### src/rtl/div16_if.sv
// ----------------------------------------------------------------------------
// div16_if -- operand / result handshake bundle for the div16 divider.
//
// Signals (directions as seen from the divider, i.e. the slave modport):
//   in_valid   in   operand valid
//   in_ready   out  divider can accept operands (high only while idle)
//   in_17bit   in   dividend, 2's complement, DW_A bits
//   in_8bit    in   divisor, 2's complement Q1.(DW_B-1), DW_B bits
//   out_valid  out  result valid, held until out_ready
//   out_ready  in   downstream accepts the result
//   out        out  quotient, 2's complement, saturated, DW_A bits
//   div0       out  divisor was zero (qualified by out_valid)
//   sat        out  result saturated (qualified by out_valid)
//
// master: the upstream/downstream side that drives operands and out_ready.
// slave : the divider itself.
// ----------------------------------------------------------------------------
interface div16_if #(
  parameter int DW_A = 17,
  parameter int DW_B = 8
);
  logic            in_valid;
  logic            in_ready;
  logic [DW_A-1:0] in_17bit;
  logic [DW_B-1:0] in_8bit;
  logic            out_valid;
  logic            out_ready;
  logic [DW_A-1:0] out;
  logic            div0;
  logic            sat;

  modport master (
    output in_valid, in_17bit, in_8bit, out_ready,
    input  in_ready, out_valid, out, div0, sat
  );

  modport slave (
    input  in_valid, in_17bit, in_8bit, out_ready,
    output in_ready, out_valid, out, div0, sat
  );
endinterface

### src/rtl/div16.sv
// ----------------------------------------------------------------------------
// div16 -- iterative signed fixed-point divider.
//
// Computes out = (a << FRAC) / b, where a is a DW_A-bit 2's-complement
// dividend and b a DW_B-bit 2's-complement Q1.FRAC coefficient. It undoes the
// twiddle multiply in the FFT datapath. Restoring division on magnitudes,
// one quotient bit per clock, one operation in flight.
//
// Ports:
//   clk    in  clock, rising edge
//   rst_n  in  asynchronous reset, active low (aborts any operation in flight)
//   bus    div16_if.slave: in_valid/in_ready/in_17bit/in_8bit operand
//          handshake, out_valid/out_ready/out/div0/sat result handshake
//
// Timing: operands accepted at edge E0 (in_ready high only in IDLE), result
// registered at E26, held stable until out_valid & out_ready.
//
// Optional feature (macro DIV_ROUND_EN): round the magnitude half away from
// zero before saturation. Without it the quotient truncates toward zero.
// ----------------------------------------------------------------------------
module div16 #(
  parameter int DW_A = 17,
  parameter int DW_B = 8,
  parameter int FRAC = 7
) (
  input logic   clk,
  input logic   rst_n,
  div16_if.slave bus
);

  localparam int QW = DW_A + FRAC;   // quotient / shifted dividend width
  localparam int CW = $clog2(QW);    // bit counter width

  localparam logic [DW_A-1:0] POS_MAX = {1'b0, {(DW_A-1){1'b1}}};
  localparam logic [DW_A-1:0] NEG_MIN = {1'b1, {(DW_A-1){1'b0}}};
  localparam logic [CW-1:0]   CNT_TOP = CW'(QW - 1);

  typedef enum logic [2:0] {
    S_IDLE,
    S_LOAD,
    S_DIV,
    S_FIX,
    S_DONE
  } state_t;

  state_t          state_q;
  logic [DW_A-1:0] a_q;
  logic [DW_B-1:0] b_q;
  logic [DW_B-1:0] mag_b_q;   // |b| as unsigned; -2^(DW_B-1) maps to 2^(DW_B-1)
  logic            sign_q;
  logic            zero_q;
  // Shift register: dividend bits leave at the top, quotient bits enter at the bottom.
  logic [QW-1:0]   dvd_q;
  // Remainder is always < |b| <= 2^(DW_B-1), so DW_B bits are enough.
  logic [DW_B-1:0] rem_q;
  logic [CW-1:0]   cnt_q;
  logic            in_ready_q;
  logic            out_valid_q;
  logic [DW_A-1:0] out_q;
  logic            div0_q;
  logic            sat_q;

  // ---------------- LOAD: operand magnitudes ----------------
  logic [DW_A-1:0] mag_a_d;
  logic [DW_B-1:0] mag_b_d;

  always_comb begin
    mag_a_d = a_q[DW_A-1] ? (~a_q + 1'b1) : a_q;
    mag_b_d = b_q[DW_B-1] ? (~b_q + 1'b1) : b_q;
  end

  // ---------------- DIV: one restoring step ----------------
  logic [DW_B:0]   rem_sh_d;
  logic [DW_B:0]   rem_sub_d;
  logic            qbit_d;
  logic [DW_B-1:0] rem_d;

  always_comb begin
    rem_sh_d  = {rem_q, dvd_q[QW-1]};
    rem_sub_d = rem_sh_d - {1'b0, mag_b_q};
    qbit_d    = (rem_sh_d >= {1'b0, mag_b_q});
    // With |b| = 0 every step subtracts nothing and yields a 1 quotient bit.
    rem_d     = qbit_d ? rem_sub_d[DW_B-1:0] : rem_sh_d[DW_B-1:0];
  end

  // ---------------- FIX: rounding, sign and saturation ----------------
  logic [QW:0]     mag_d;
  logic [DW_A-1:0] out_d;
  logic            sat_d;

  always_comb begin
    mag_d = {1'b0, dvd_q};
`ifdef DIV_ROUND_EN
    if (!zero_q && ({rem_q, 1'b0} >= {1'b0, mag_b_q})) begin
      mag_d = mag_d + 1'b1;
    end
`endif
    out_d = '0;
    sat_d = 1'b0;
    if (zero_q) begin
      // Division by zero saturates toward the sign of the dividend alone.
      out_d = a_q[DW_A-1] ? NEG_MIN : POS_MAX;
      sat_d = 1'b1;
    end else if (!sign_q && (mag_d > (QW+1)'(POS_MAX))) begin
      out_d = POS_MAX;
      sat_d = 1'b1;
    end else if (sign_q && (mag_d > (QW+1)'(NEG_MIN))) begin
      out_d = NEG_MIN;
      sat_d = 1'b1;
    end else begin
      out_d = sign_q ? (~mag_d[DW_A-1:0] + 1'b1) : mag_d[DW_A-1:0];
    end
  end

  // ---------------- control FSM with registered outputs ----------------
  always_ff @(posedge clk or negedge rst_n) begin
    if (!rst_n) begin
      state_q     <= S_IDLE;
      a_q         <= '0;
      b_q         <= '0;
      mag_b_q     <= '0;
      sign_q      <= 1'b0;
      zero_q      <= 1'b0;
      dvd_q       <= '0;
      rem_q       <= '0;
      cnt_q       <= '0;
      in_ready_q  <= 1'b1;
      out_valid_q <= 1'b0;
      out_q       <= '0;
      div0_q      <= 1'b0;
      sat_q       <= 1'b0;
    end else begin
      case (state_q)
        S_IDLE: begin
          if (bus.in_valid && in_ready_q) begin
            a_q        <= bus.in_17bit;
            b_q        <= bus.in_8bit;
            in_ready_q <= 1'b0;
            state_q    <= S_LOAD;
          end
        end
        S_LOAD: begin
          mag_b_q <= mag_b_d;
          sign_q  <= a_q[DW_A-1] ^ b_q[DW_B-1];
          zero_q  <= (b_q == '0);
          dvd_q   <= {mag_a_d, {FRAC{1'b0}}};
          rem_q   <= '0;
          cnt_q   <= CNT_TOP;
          state_q <= S_DIV;
        end
        S_DIV: begin
          rem_q <= rem_d;
          dvd_q <= {dvd_q[QW-2:0], qbit_d};
          cnt_q <= cnt_q - 1'b1;
          if (cnt_q == '0) begin
            state_q <= S_FIX;
          end
        end
        S_FIX: begin
          out_q       <= out_d;
          sat_q       <= sat_d;
          div0_q      <= zero_q;
          out_valid_q <= 1'b1;
          state_q     <= S_DONE;
        end
        S_DONE: begin
          // in_ready rises together with the IDLE entry, so no accept can
          // coincide with the output handshake edge.
          if (bus.out_ready) begin
            out_valid_q <= 1'b0;
            in_ready_q  <= 1'b1;
            state_q     <= S_IDLE;
          end
        end
        default: begin
          state_q     <= S_IDLE;
          in_ready_q  <= 1'b1;
          out_valid_q <= 1'b0;
        end
      endcase
    end
  end

  assign bus.in_ready  = in_ready_q;
  assign bus.out_valid = out_valid_q;
  assign bus.out       = out_q;
  assign bus.div0      = div0_q;
  assign bus.sat       = sat_q;

endmodule
### src/flat_wrapper.sv
// flat-port wrapper written by rule: the top's interface ports become plain ports
module div16_flat 
#(
  parameter int DW_A = 17,
  parameter int DW_B = 8,
  parameter int FRAC = 7
)
  (clk, rst_n, bus_in_valid, bus_in_17bit, bus_in_8bit, bus_out_ready, bus_in_ready, bus_out_valid, bus_out, bus_div0, bus_sat);
  div16_if #(.DW_A(DW_A), .DW_B(DW_B)) bus_i ();
  input logic clk;
  input logic rst_n;
  input wire logic [$bits(bus_i.in_valid)-1:0] bus_in_valid;
  input wire logic [$bits(bus_i.in_17bit)-1:0] bus_in_17bit;
  input wire logic [$bits(bus_i.in_8bit)-1:0] bus_in_8bit;
  input wire logic [$bits(bus_i.out_ready)-1:0] bus_out_ready;
  output wire logic [$bits(bus_i.in_ready)-1:0] bus_in_ready;
  output wire logic [$bits(bus_i.out_valid)-1:0] bus_out_valid;
  output wire logic [$bits(bus_i.out)-1:0] bus_out;
  output wire logic [$bits(bus_i.div0)-1:0] bus_div0;
  output wire logic [$bits(bus_i.sat)-1:0] bus_sat;
  assign bus_i.in_valid = bus_in_valid;
  assign bus_i.in_17bit = bus_in_17bit;
  assign bus_i.in_8bit = bus_in_8bit;
  assign bus_i.out_ready = bus_out_ready;
  assign bus_in_ready = bus_i.in_ready;
  assign bus_out_valid = bus_i.out_valid;
  assign bus_out = bus_i.out;
  assign bus_div0 = bus_i.div0;
  assign bus_sat = bus_i.sat;
  div16 #(.DW_A(DW_A), .DW_B(DW_B), .FRAC(FRAC)) u_core (.clk(clk), .rst_n(rst_n), .bus(bus_i));
endmodule
### config.mk
export PLATFORM = sky130hd
export DESIGN_NAME = div16_flat
export DESIGN_NICKNAME = d
export VERILOG_FILES = /design/src/rtl/div16_if.sv /design/src/rtl/div16.sv /design/src/flat_wrapper.sv
export SDC_FILE = /design/constraint.sdc
export NUM_CORES = 1
export LEC_CHECK = 0
export CAP_MARGIN = 20
export CORE_MARGIN = 4
export CORE_UTILIZATION = 50
export CTS_CLUSTER_SIZE = 14
export DETAILED_ROUTE_END_ITERATION = 8
export GPL_TIMING_DRIVEN = 1
export PLACE_DENSITY = 0.71
export SYNTH_ARGS = -nofsm -noshare
export SYNTH_HDL_FRONTEND = slang
export SYNTH_SLANG_ARGS = --single-unit
### constraint.sdc
create_clock -name clk -period 3.2 [get_ports clk]
set_clock_uncertainty 0.2 [all_clocks]
set_input_delay 0.64 -clock clk [delete_from_list [all_inputs] [get_ports clk]]
set_output_delay 0.64 -clock clk [all_outputs]
set_load 0.005 [all_outputs]
Word level (Yosys, flattened, before mapping). Index checks and enable logic that the tools add are counted.

Bits in registers: 96. Input bits: 29. Output and inout port bits: 21. Logic and storage cells: 72.

Add/subtract/negate cells: 5. $lt $le $gt $ge: 3. Equal/unequal tests: 7. Mux-type cells: 23. Bitwise logic cells: 6. Reduce and logical (&&, ||, !) cells: 14.

Operators by type and width (count): 2-to-1 mux 17 bit (6); case mux 24 bit (2 select lines) (1); adder 17 x 1 -> 17 bit (second input constant) (2); NOT 17 bit (2); greater-than comparator 24 x 16 -> 1 bit (second input constant) (1); greater-than comparator 24 x 17 -> 1 bit (second input constant) (1); 2-to-1 mux 8 bit (2); case mux 8 bit (2 select lines) (1); case mux 3 bit (5 select lines) (1); case mux 5 bit (2 select lines) (1); greater-or-equal comparator 9 x 8 -> 1 bit (1); 2-to-1 mux 3 bit (3); adder 8 x 1 -> 8 bit (second input constant) (1); logical NOT 8 bit (1); NOT 8 bit (1); subtractor 8 bit (1); == test 3 x 2 -> 1 bit (second input constant) (2); 2-to-1 mux 1 bit (6); case mux 1 bit (3 select lines) (2); AND reduction 3 bit (2); OR reduction 3 bit (2); logical NOT 5 bit (1); subtractor 5 x 1 -> 5 bit (second input constant) (1); != test 2 x 1 -> 1 bit (second input constant) (2); 10 further kinds (14).

Longest topological paths before layout. Gate-level depths: netlist (run 1).

Depth after elaboration: 6. Depth in mapped cells: 9. Depth with buffers taken out: 9.

Worst setup path before layout (run 1). Ideal clock, no wire load.

Path kind: flip-flop to flip-flop. Start point: register u_core.dvd_q[8]. End point: register u_core.sat_q (netlist: u_core.bus.sat). Setup time: 0.129 ns. Data arrival time: 2.279 ns. Required time: 2.871 ns. Setup slack: 0.592 ns. Stages on the path, launching flop included: 7. Path buffers: 0. Period minus slack after synthesis: 2.608 ns. Cells stage by stage: dfrtp_1 -> or4_4 -> or3_4 -> or3_4 -> nor3_1 -> a21oi_1 -> o41a_1.

Longest elaborated chain between the ends: 5. Elaborated cells on any way between the ends: 7. Those cells by class: order compare: 2; mux: 3; reduce/logical: 2.

RTL lines: start, declared (line div16.sv:53) `logic [QW-1:0] dvd_q;`; start signal, assigned (line div16.sv:146) `dvd_q <= {mag_a_d, {FRAC{1'b0}}};`; start signal, assigned (line div16.sv:153) `dvd_q <= {dvd_q[QW-2:0], qbit_d};`; greater-than comparator 24 x 17 -> 1 bit (line div16.sv:107) `end else if (sign_q && (mag_d > (QW+1)'(NEG_MIN))) begin`; logical AND 1 bit (line div16.sv:107); 2-to-1 mux 1 bit (line div16.sv:107); 2-to-1 mux 1 bit (*) (line div16.sv:104) `end else if (!sign_q && (mag_d > (QW+1)'(POS_MAX))) begin`; 2-to-1 mux 1 bit (*) (line div16.sv:100) `if (zero_q) begin`; end signal, assigned (line div16.sv:161) `sat_q <= sat_d;`; end, declared (line div16.sv:61) `logic sat_q;`.

Every way passes the cells marked *; elsewhere a longest branch is shown, timed or not. A chain may end at the register's enable or synchronous reset.

Final worst setup path (run 1).
Start point: register u_core.dvd_q[8]. End point: register u_core.out_q[1] (netlist: u_core.bus.out[1]).

Longest elaborated chain between the ends: 5. Elaborated cells on any way between the ends: 7. Those cells by class: order compare: 2; mux: 3; reduce/logical: 2.

RTL lines: greater-than comparator 24 x 17 -> 1 bit (line div16.sv:107); logical AND 1 bit (line div16.sv:107); 2-to-1 mux 17 bit (line div16.sv:107); 2-to-1 mux 17 bit (*) (line div16.sv:104); 2-to-1 mux 17 bit (*) (line div16.sv:100); end signal, assigned (line div16.sv:160) `out_q <= out_d;`; end, declared (line div16.sv:59) `logic [DW_A-1:0] out_q;`.

Marked as above.

==> results of run 1 <==
## path summary, 6_finish.rpt
kind | startpoint | end
max reg2reg | u_core.dvd_q[8] | u_core.bus.out[1]
max in group asynchronous | rst_n | u_core.a_q[1]
min reg2reg | u_core.mag_b_q[0] | u_core.mag_b_q[0]
max | u_core.dvd_q[8] | u_core.bus.out[1]
min in group clk | u_core.mag_b_q[0] | u_core.mag_b_q[0]
min | rst_n | u_core.rem_q[7]
## power by group
| part | internal, W | switching, W |
|---|---|---|
| registers | 0.00171 | 0.000602 |
| clock network | 0.000302 | 0.000417 |
| logic | 0.00134 | 0.00147 |
## placed cells by master, fill, tap and decap left out, types with 10 or more instances in the layout
cell             Yosys  layout
nand2_1             57      57
buf_4                0      10
clkbuf_8             0      10
mux2_2              22      22
o21ai_0             54      53
a21oi_1             26      26
dfrtp_1             95      95
o211ai_2            10      10
xor2_1              26      26
inv_1               27      27
a22oi_1             10      10
nor2_1              24      24
ha_1                13      13
a22o_1              10      10
clkdlybuf4s50_1      0      48
## per-stage QoR
| step | hold WS, ps | power (W) |
|---|---|---|
| floorplan | 144 | 0.00426 |
| global placement | 267 | 0.00502 |
| detailed placement | 275 | 0.00515 |
| CTS | 197 | 0.00587 |
| global route | 228 | 0.00637 |
| finish | 166 | 0.00585 |
## layer usage
| layer | wire, µm | vias to the layer above | track usage [%] |
|---|---|---|---|
| met5 | 0 | - | 0 |
| met4 | 110 | 0 | 6.68 |
| met3 | 507 | 9 | 2.49 |
| met2 | 5070 | 96 | 31.1 |
| met1 | 5300 | 1909 | 27.9 |
| li1 | - | 1944 | - |
## kinds of logic (layout without fill, tap and decap cells)
group                      count (synthesis)  count (layout)  share of synthesized area, %
AOI/OAI and AO/OA                        152             152                          20.4
and+or+nand+nor                          142             142                          13.8
DFF                                       96              96                          46.9
buffers and inverters                     56             102                          4.25
xor gates and xnor gates                  30              30                          5.13
muxes                                     28              28                          6.00
adders and majority gates                 14              14                          3.56
## state kept, by name, summed over array words and instances, names as in the netlist, 3 cells and up
register,flops
u_core.dvd_q,24
u_core.a_q,17
u_core.bus.out,17
u_core.b_q,8
u_core.mag_b_q,8
u_core.rem_q,8
u_core.cnt_q,5
u_core.state_q,3
## critical path, cell delays in order, from the launching register on
cell,delay (ps)
dfrtp_1,450
or4_4,550
or3_4,350
or3_4,360
o311ai_4,300
nand3_2,340
o211ai_1,260
## cell type report
cell class | count | share of cell area [%]
multi-input cells | 366 | 42.3
inverters | 27 | 1.71
clock buffers | 11 | 2.38
repair buffers | 59 | 9.70
well taps | 133 | 2.81
flip-flops and latches | 96 | 40.5
clock inverters | 5 | 0.548
==> summary.txt, run 1 <==
Run status
  • Status: complete, no violations

Synth
  • Post-synth top area cell: dfrtp_1
  • Register area share after synthesis: roughly 47%
  • Ys flop type: dfrtp_1
  • Post-synth EDFFs: 0
  • Syn. warnings: 0
  • Top-area cell type share of the netlist area: between 40% and 50%
  • Count of state elements after synthesis: 96
  • Synthesized area: roughly 0.0051 mm²
  • Post-synthesis cell type count: 58
  • Post-Syn Instances: 518
  • Synthesized Nets: 561
  • Synth area leaders: dfrtp_1, o21ai_0, mux2_2
  • Synth cell count leaders: dfrtp_1, nand2_1, o21ai_0
  • Top-count cell post-synth: dfrtp_1
  • Syn_area_per_cell: roughly 10 µm²
  • Post-synthesis async set-or-reset flop share: between 90% and 100%

Cells and area
  • Final core utilization: about three fifths
  • Area of the multi-input gates: 0.00251 mm²
  • Final Cell Area: 0.00593 mm²
  • Final Non-Filler Cells: roughly 700
  • Layout Nets: 602
  • Area delta synth->final: 15.7%
  • Proportion of layout cells with a drive suffix above 1: 12.4%
  • # fillers: 846
  • ANT cells: 0
  • Seq. cell area: 0.00240 mm²

Drt
  • Vias/cell: 5.68
  • Final WL: 11.0 mm
  • Initial DRT Pass Iterations: 5
  • DRC: 0
  • Final ANT Viol Nets: 0
  • DR WL/cell: 15.8 µm
  • Via count: about 4000
  • Initial DRC count: 216

Clock network
  • CTS tree: done
  • Hold Buf Count CTS: 0
  • TritonCTS Buffers: 9
  • CTS resizes: 0
  • Bufs on Longest Clock Path: 2
  • Worst-Skew Late Latency: 360 ps
  • CTS root buffer: clkbuf_8
  • Post-CTS Setup Bufs: 0
  • CTS clk-pin slew, worst paths: 90 ps
  • Clock sinks: 96
  • Htree depth: 3

STA
  • Setup violators final: 0
  • Slew Limit Fails: 0
  • Worst-Margin Slew: slightly above 800 ps
  • Setup_tns: 0 ps
  • Slew Limit Headroom: 46.2%
  • Final WS setup: slightly above 300 ps
  • RSZ-0062 raised after global routing: no
  • Final Hold Viols: 0
  • Max Freq: around 350 MHz
  • Final worst path period share: 90.4%
  • Final Critical Period: about 2900 ps

Placed design
  • Post-place setup slack: 319 ps
  • RD Place Congestion: 0.809
  • Placed Cells: between 600 and 700
  • Port Buffers: between 40 and 50
  • Hpwl dp: between 7 and 8 mm
  • Dpl cell area: 0.00576 mm²

Critical path
  • Worst Path Required: 3270 ps
  • Worst Setup Start Kind: flop
  • Worst Reg-to-Reg Cells: 6
  • Worst-path maximum fanout: 11
  • Worst Setup End Kind: flop
  • CP Data Arrival Time: 2960 ps
  • Critical path class: reg -> reg
  • R2R setup slack: 310 ps

Floorplan
  • Initial Utilization: 52.0%
  • Area of the core: 0.00986 mm²
  • Die X: 109 µm
  • Row count: 36
  • Height of the die: 109 µm
  • I/O pins: 50
  • Die area: approximately 0.012 mm²

Power
  • Leakage power: 2.54 nW
  • Peak supply drop: between 0.0004 and 0.0005 V
  • P per Cell Area: between 900 and 1000 mW/mm²

Global routing
  • Initial antenna violation count: 0
  • GR Util All Layers: 19.6%
  • Overflow after GRT: 0
  • Global-route wire length before repair: 18.6 mm
  • Largest net degree at the start of global routing: 63
  • Vias in the first global route: 3852

Min path
  • Hold Crit Class: in -> async

Run
  • MaxCap Viol Count: 0
Note: power is estimated with default switching activity, not from simulation.
==> run 2, diff against run 1 <==
Clock period 3.2 ns to 3.25 ns, I/O delays scaled along.
==> run 2 against run 1 <==
Effect of this change:
- worst setup slack improved by 62 ps
- via count about the same
- power increased by 3.0%
- sequential share of layout area decreased by 0.53 points
- die area unchanged
- utilization increased by 0.80 points
- routed wire length decreased by 0.79%
- global-route usage decreased by 0.097 points
- largest power group unchanged
==> summary.txt, run 2 (synthesis gave the netlist of run 1 again) <==
Clock network
  • TritonCTS Buffers: 9 (unchanged)
  • Hold Buf Count CTS: 0 (unchanged)
  • Clock sinks: 96 (unchanged)
  • Htree depth: 3 (unchanged)
  • CTS resizes: 0 (unchanged)
  • CTS tree: done (unchanged)
  • CTS clk-pin slew, worst paths: 100 ps (was 90 ps)
  • Bufs on Longest Clock Path: 2 (unchanged)
  • Post-CTS Setup Bufs: 0 (unchanged)
  • CTS root buffer: clkbuf_8 (unchanged)
  • Worst-Skew Late Latency: 360 ps (about the same)

Cells and area
  • Most frequent cells in the layout: dfrtp_1, nand2_1, o21ai_0, clkdlybuf4s50_1, inv_1 (unchanged)
  • ANT cells: 0 (unchanged)
  • Area delta synth->final: 17.3% (was 15.7%)
  • Final Cell Area: 0.00601 mm² (was 0.00593 mm²)
  • Largest Register: u_core.dvd_q (unchanged)
  • Max reg flops: 24 (unchanged)
  • Most common cell after layout, fill and taps aside: dfrtp_1 (unchanged)
  • Final core utilization: 60.9% (was 60.1%)
  • Proportion of layout cells with a drive suffix above 1: 12.9% (was 12.4%)
  • Final Non-Filler Cells: 699 (was 697)
  • Layout Nets: 604 (was 602)

Run status
  • Status: complete, no violations (unchanged)

Global routing
  • Layer with the highest usage: met2 (unchanged)
  • M3 GR Usage: 2.55% (was 2.49%)
  • GR Util All Layers: 19.5% (was 19.6%)
  • Grt met1 use: 28.1% (was 27.9%)
  • GRT met2 Usage: 30.4% (was 31.1%)
  • Initial antenna violation count: 0 (unchanged)
  • Largest net degree at the start of global routing: 65 (was 63)
  • Global-route wire length before repair: 18.5 mm (was 18.6 mm)
  • Vias in the first global route: 3852 (unchanged)
  • Overflow after GRT: 0 (unchanged)

Placed design
  • RD Place Congestion: 0.810 (was 0.809)
  • Post-place setup slack: 371 ps (was 319 ps)
  • Hpwl dp: 7.86 mm (was 7.99 mm)
  • Dpl cell area: 0.00576 mm² (about the same)
  • Placed Cells: 683 (was 681)
  • Port Buffers: 49 (unchanged)

Critical path
  • CP Data Arrival Time: 2960 ps (about the same)
  • Worst path slowest cell: or4_4 (unchanged)
  • Worst-path maximum fanout: 11 (unchanged)
  • Worst Setup End Kind: flop (unchanged)
  • CP most frequent cell: or3_4 (unchanged)
  • Crit-path max cell delay: 550 ps (about the same)
  • Critical path class: reg -> reg (unchanged)
  • Worst Setup Start Kind: flop (unchanged)
  • Worst Path Required: 3330 ps (was 3270 ps)
  • Crit path cell chain: or4_4 > or3_4 > or3_4 > o311ai_4 > nand3_2 > o211ai_1 (unchanged)

Floorplan
  • Row count: 36 (unchanged)
  • Initial Utilization: 52.0% (unchanged)
  • I/O pins: 50 (unchanged)
  • Die X: 109 µm (unchanged)
  • Height of the die: 109 µm (unchanged)
  • Area of the core: 0.00986 mm² (unchanged)
  • Die area: 0.0119 mm² (unchanged)

STA
  • Final worst path period share: 88.7% (was 90.4%)
  • Final Critical Period: 2880 ps (was 2890 ps)
  • Setup_tns: 0 ps (unchanged)
  • Final WS setup: 368 ps (was 306 ps)
  • Setup violators final: 0 (unchanged)
  • Worst-Margin Slew: 809 ps (was 806 ps)
  • Slew Limit Headroom: 46.1% (was 46.2%)
  • Max Freq: 347 MHz (was 346 MHz)
  • Final Hold Viols: 0 (unchanged)
  • RSZ-0062 raised after global routing: no (unchanged)
  • Slew Limit Fails: 0 (unchanged)

Power
  • Peak supply drop: 0.000524 V (was 0.000424 V)
  • P per Cell Area: 1000 mW/mm² (was 986 mW/mm²)
  • Leakage power: 2.58 nW (was 2.54 nW)

Run
  • MaxCap Viol Count: 0 (unchanged)

Drt
  • Final ANT Viol Nets: 0 (unchanged)
  • DRC: 0 (unchanged)
  • Via count: 3961 (was 3958)
  • Final WL: 10.9 mm (was 11.0 mm)
  • Initial DRC count: 262 (was 216)
  • Vias/cell: 5.67 (was 5.68)
  • DR WL/cell: 15.6 µm (was 15.8 µm)
  • Initial DRT Pass Iterations: 5 (unchanged)

Min path
  • Hold Crit Class: in -> async (unchanged)
==> run 2: changes by cell type in the layout (fill, tap and decap cells not counted), moves of 2 or more <==
cell / previous run / this run
clkinvlp_4: 3 / 1
bufinv_16: 0 / 3
buf_4: 10 / 13
clkinv_2: 2 / 0
==> run 2: final timing paths <==
kind	start	to	slack [ps]	depth (start not counted)
max	u_core.dvd_q[8]	u_core.bus.out[1]	370	6
min	rst_n	u_core.bus.div0	170	1
max reg2reg	u_core.dvd_q[8]	u_core.bus.out[1]	370	6
min reg2reg	u_core.mag_b_q[6]	u_core.mag_b_q[6]	290	2
max in group asynchronous	rst_n	u_core.mag_b_q[7]	1870	2
min in group clk	u_core.mag_b_q[6]	u_core.mag_b_q[6]	290	2
==> run 2: final cells by class <==
class / instances / area (µm²)
Fill cell: 836 / 3850
Multi-Input combinational cell: 366 / 2510
Sequential cell: 96 / 2400
Timing Repair Buffer: 61 / 578
Tap cell: 133 / 166
Clock inverter: 7 / 126
Clock buffer: 9 / 124
Inverter: 27 / 101
==> run 2: stage by stage <==
| stage | hold slack [ps] | total power [W] |
|---|---|---|
| 5_1_grt | 231 | 0.00654 |
| 6_report | 174 | 0.00602 |
| 3_3_place_gp | 268 | 0.00495 |
| 4_1_cts | 199 | 0.00604 |
| 2_1_floorplan | 154 | 0.00420 |
| 3_5_place_dp | 270 | 0.00507 |
==> run 2: report_power, final <==
part           total (W)  internal, W  switching (W)  leakage, nW
logic            0.00278      0.00133        0.00145         1.23
clock network   0.000965     0.000521       0.000445        0.122
registers        0.00228      0.00169       0.000591         1.24
==> run 2: layer usage <==
metal / up-vias / share of wire [%]
met2: 101 / 45
met3: 16 / 4.4
li1: 1942 / -
met1: 1902 / 49
met4: 0 / 1.9
met5: - / 0
==> run 2: critical path, delay by kind of cell, from the launching register on <==
kind | cells | cell delay, ps
and+or+nand+nor | 4 | 1590
AOI/OAI and AO/OA | 2 | 560
DFF | 1 | 460
==> run 3, diff against run 2 <==
Settings changed: PLACE_DENSITY 0.71 to default, PLACE_DENSITY_LB_ADDON from default to 0.05.
==> run 3 against run 2 <==
Effect of this change:
- via count up 1.5%
- clock power is 10% lower
- sequential cell count unchanged
- global-route usage grew 0.62 points
- register-to-register slack worse by 20 ps
- critical path depth stayed put
- first-iteration DRC count is 24% lower
- worst setup slack worse by 16 ps
- non-clock buffer count unchanged
==> summary.txt, run 3 (synthesis gave the netlist of run 1 again) <==
Run status
  • Status: complete, no violations (unchanged)

Floorplan
  • Die X: 109 µm (unchanged)
  • Initial Utilization: 52.0% (unchanged)
  • Height of the die: 109 µm (unchanged)
  • Row count: 36 (unchanged)
  • Die area: 0.0119 mm² (unchanged)
  • I/O pins: 50 (unchanged)
  • Area of the core: 0.00986 mm² (unchanged)

Drt
  • Final WL: 11.1 mm (was 10.9 mm)
  • Via count: 4022 (was 3961)
  • Final ANT Viol Nets: 0 (unchanged)
  • DR WL/cell: 15.9 µm (was 15.6 µm)
  • Vias/cell: 5.75 (was 5.67)
  • Initial DRC count: 198 (was 262)
  • Initial DRT Pass Iterations: 5 (unchanged)
  • DRC: 0 (unchanged)

Power
  • Cell internal pwr: 0.00347 W (was 0.00354 W)
  • Peak supply drop: 0.000395 V (was 0.000524 V)
  • Sequential share of power: 38.6% (was 37.8%)
  • P per Cell Area: 988 mW/mm² (was 1000 mW/mm²)
  • Logic pwr share: 46.7% (was 46.1%)
  • Tot Pwr: 0.00590 W (was 0.00602 W)
  • Clock power share: 14.7% (was 16.0%)
  • Sw Pwr: 0.00244 W (was 0.00248 W)
  • Switching share of power: 41.3% (about the same)
  • Leakage power: 2.57 nW (was 2.58 nW)

Critical path
  • Crit-path max cell delay: 560 ps (was 550 ps)
  • Critical path class: reg -> reg (unchanged)
  • Worst path slowest cell: or4_4 (unchanged)
  • CP Data Arrival Time: 2980 ps (was 2960 ps)
  • Worst-path maximum fanout: 11 (unchanged)
  • Worst Path Required: 3330 ps (about the same)
  • Worst Setup Start Kind: flop (unchanged)
  • Worst Setup End Kind: flop (unchanged)
  • Delay-heaviest family, CP: simple AND/OR/NAND/NOR gates (unchanged)
  • CP most frequent cell: or3_4 (unchanged)
  • Crit path buf inv count: 0 (unchanged)
  • Crit path cell chain: or4_4 > or3_4 > or3_4 > o311ai_4 > nand3_2 > o211ai_1 (unchanged)

Cells and area
  • Largest Register: u_core.dvd_q (unchanged)
  • # fillers: 854 (was 836)
  • Final Cell Area: 0.00597 mm² (was 0.00601 mm²)
  • ANT cells: 0 (unchanged)
  • Proportion of layout cells with a drive suffix above 1: 12.4% (was 12.9%)
  • Area delta synth->final: 16.5% (was 17.3%)
  • Most common cell after layout, fill and taps aside: dfrtp_1 (unchanged)
  • Most frequent cells in the layout: dfrtp_1, nand2_1, o21ai_0, clkdlybuf4s50_1, inv_1 (unchanged)
  • Layout Nets: 604 (unchanged)
  • Max reg flops: 24 (unchanged)

Placed design
  • Hpwl dp: 8.05 mm (was 7.86 mm)
  • Post-place setup slack: 357 ps (was 371 ps)
  • RD Place Congestion: 0.825 (was 0.810)
  • Port Buffers: 49 (unchanged)
  • Dpl cell area: 0.00576 mm² (unchanged)

STA
  • Setup_tns: 0 ps (unchanged)
  • Final Critical Period: 2900 ps (was 2880 ps)
  • Final worst path period share: 89.2% (was 88.7%)
  • Final hold slack: 68.5 ps (was 174 ps)
  • RSZ-0062 raised after global routing: no (unchanged)
  • Final WS setup: 352 ps (was 368 ps)
  • Max Freq: 345 MHz (was 347 MHz)
  • Slew Limit Headroom: 53.9% (was 46.1%)
  • Final Hold Viols: 0 (unchanged)
  • Slew Limit Fails: 0 (unchanged)
  • Worst-Margin Slew: 691 ps (was 809 ps)
  • Setup violators final: 0 (unchanged)

Global routing
  • Overflow after GRT: 0 (unchanged)
  • Largest net degree at the start of global routing: 46 (was 65)
  • Vias in the first global route: 3897 (was 3852)
  • GR Util All Layers: 20.1% (was 19.5%)
  • Global-route wire length before repair: 19.1 mm (was 18.5 mm)
  • Initial antenna violation count: 0 (unchanged)

Clock network
  • CTS tree: done (unchanged)
  • Hold Buf Count CTS: 0 (unchanged)
  • TritonCTS Buffers: 9 (unchanged)
  • CTS resizes: 0 (unchanged)
  • Worst-Skew Late Latency: 370 ps (was 360 ps)
  • Post-CTS Setup Bufs: 0 (unchanged)
  • Bufs on Longest Clock Path: 2 (unchanged)
  • CTS clk-pin slew, worst paths: 90 ps (was 100 ps)
  • Clock sinks: 96 (unchanged)
  • Htree depth: 3 (unchanged)
  • CTS root buffer: clkbuf_8 (unchanged)

Run
  • MaxCap Viol Count: 0 (unchanged)

Min path
  • Hold Crit Class: in -> async (unchanged)
==> run 3: cell count changes in the layout (fill, tap and decap cells not counted), sizes merged <==
cell	before	now
clkbuf	9	13
inv	29	27
bufinv	3	2
clkinvlp	1	0
==> run 3: cell type report <==
cell class / instances / area, µm² / share of cell area (%)
clock buffers: 13 / 149 / 2.49
clock inverters: 3 / 65.1 / 1.09
inverters: 27 / 101 / 1.70
multi-input cells: 366 / 2510 / 42.0
flip-flops and latches: 96 / 2400 / 40.2
well taps: 133 / 166 / 2.79
repair buffers: 61 / 578 / 9.68
==> run 3: metrics by stage <==
step	utilization, %	std cells
floorplan	-	518
CTS	60.6	699
global placement	58.4	683
finish	60.6	699
detailed placement	58.4	683
global route	60.6	699
==> run 3: path summary, 6_finish.rpt <==
check / start / endpoint / slack (ps) / depth (start not counted)
worst max-delay path: u_core.dvd_q[10] / u_core.bus.out[1] / 350 / 6
worst min-delay path: rst_n / u_core.bus.div0 / 70 / 1
worst max register to register: u_core.dvd_q[10] / u_core.bus.out[1] / 350 / 6
worst min register to register: u_core.mag_b_q[5] / u_core.mag_b_q[5] / 290 / 2
max in group asynchronous: rst_n / u_core.bus.in_ready / 2010 / 2
min in group clk: u_core.mag_b_q[5] / u_core.mag_b_q[5] / 290 / 2
==> run 3: power groups by stage <==
| stage | Sequential [W] | Combinational (W) | Clock (W) |
|---|---|---|---|
| 6_report | 0.00228 | 0.00276 | 0.000868 |
| 5_1_grt | 0.00238 | 0.00313 | 0.000928 |
| 4_1_cts | 0.00228 | 0.00277 | 0.000882 |
| 3_5_place_dp | 0.00231 | 0.00275 | 0 |
| 3_3_place_gp | 0.00228 | 0.00268 | 0 |
| 2_1_floorplan | 0.00208 | 0.00212 | 0 |
==> run 3: per-layer routing <==
layer | global-route usage, % | routed length [µm] | part of all wire (%) | up-vias
met5 | 0 | 0 | 0 | -
met4 | 6.68 | 51 | 0.46 | 0
met3 | 3.26 | 603 | 5.4 | 5
met2 | 30.8 | 5110 | 46 | 106
met1 | 29.2 | 5380 | 48 | 1960
li1 | - | - | - | 1951
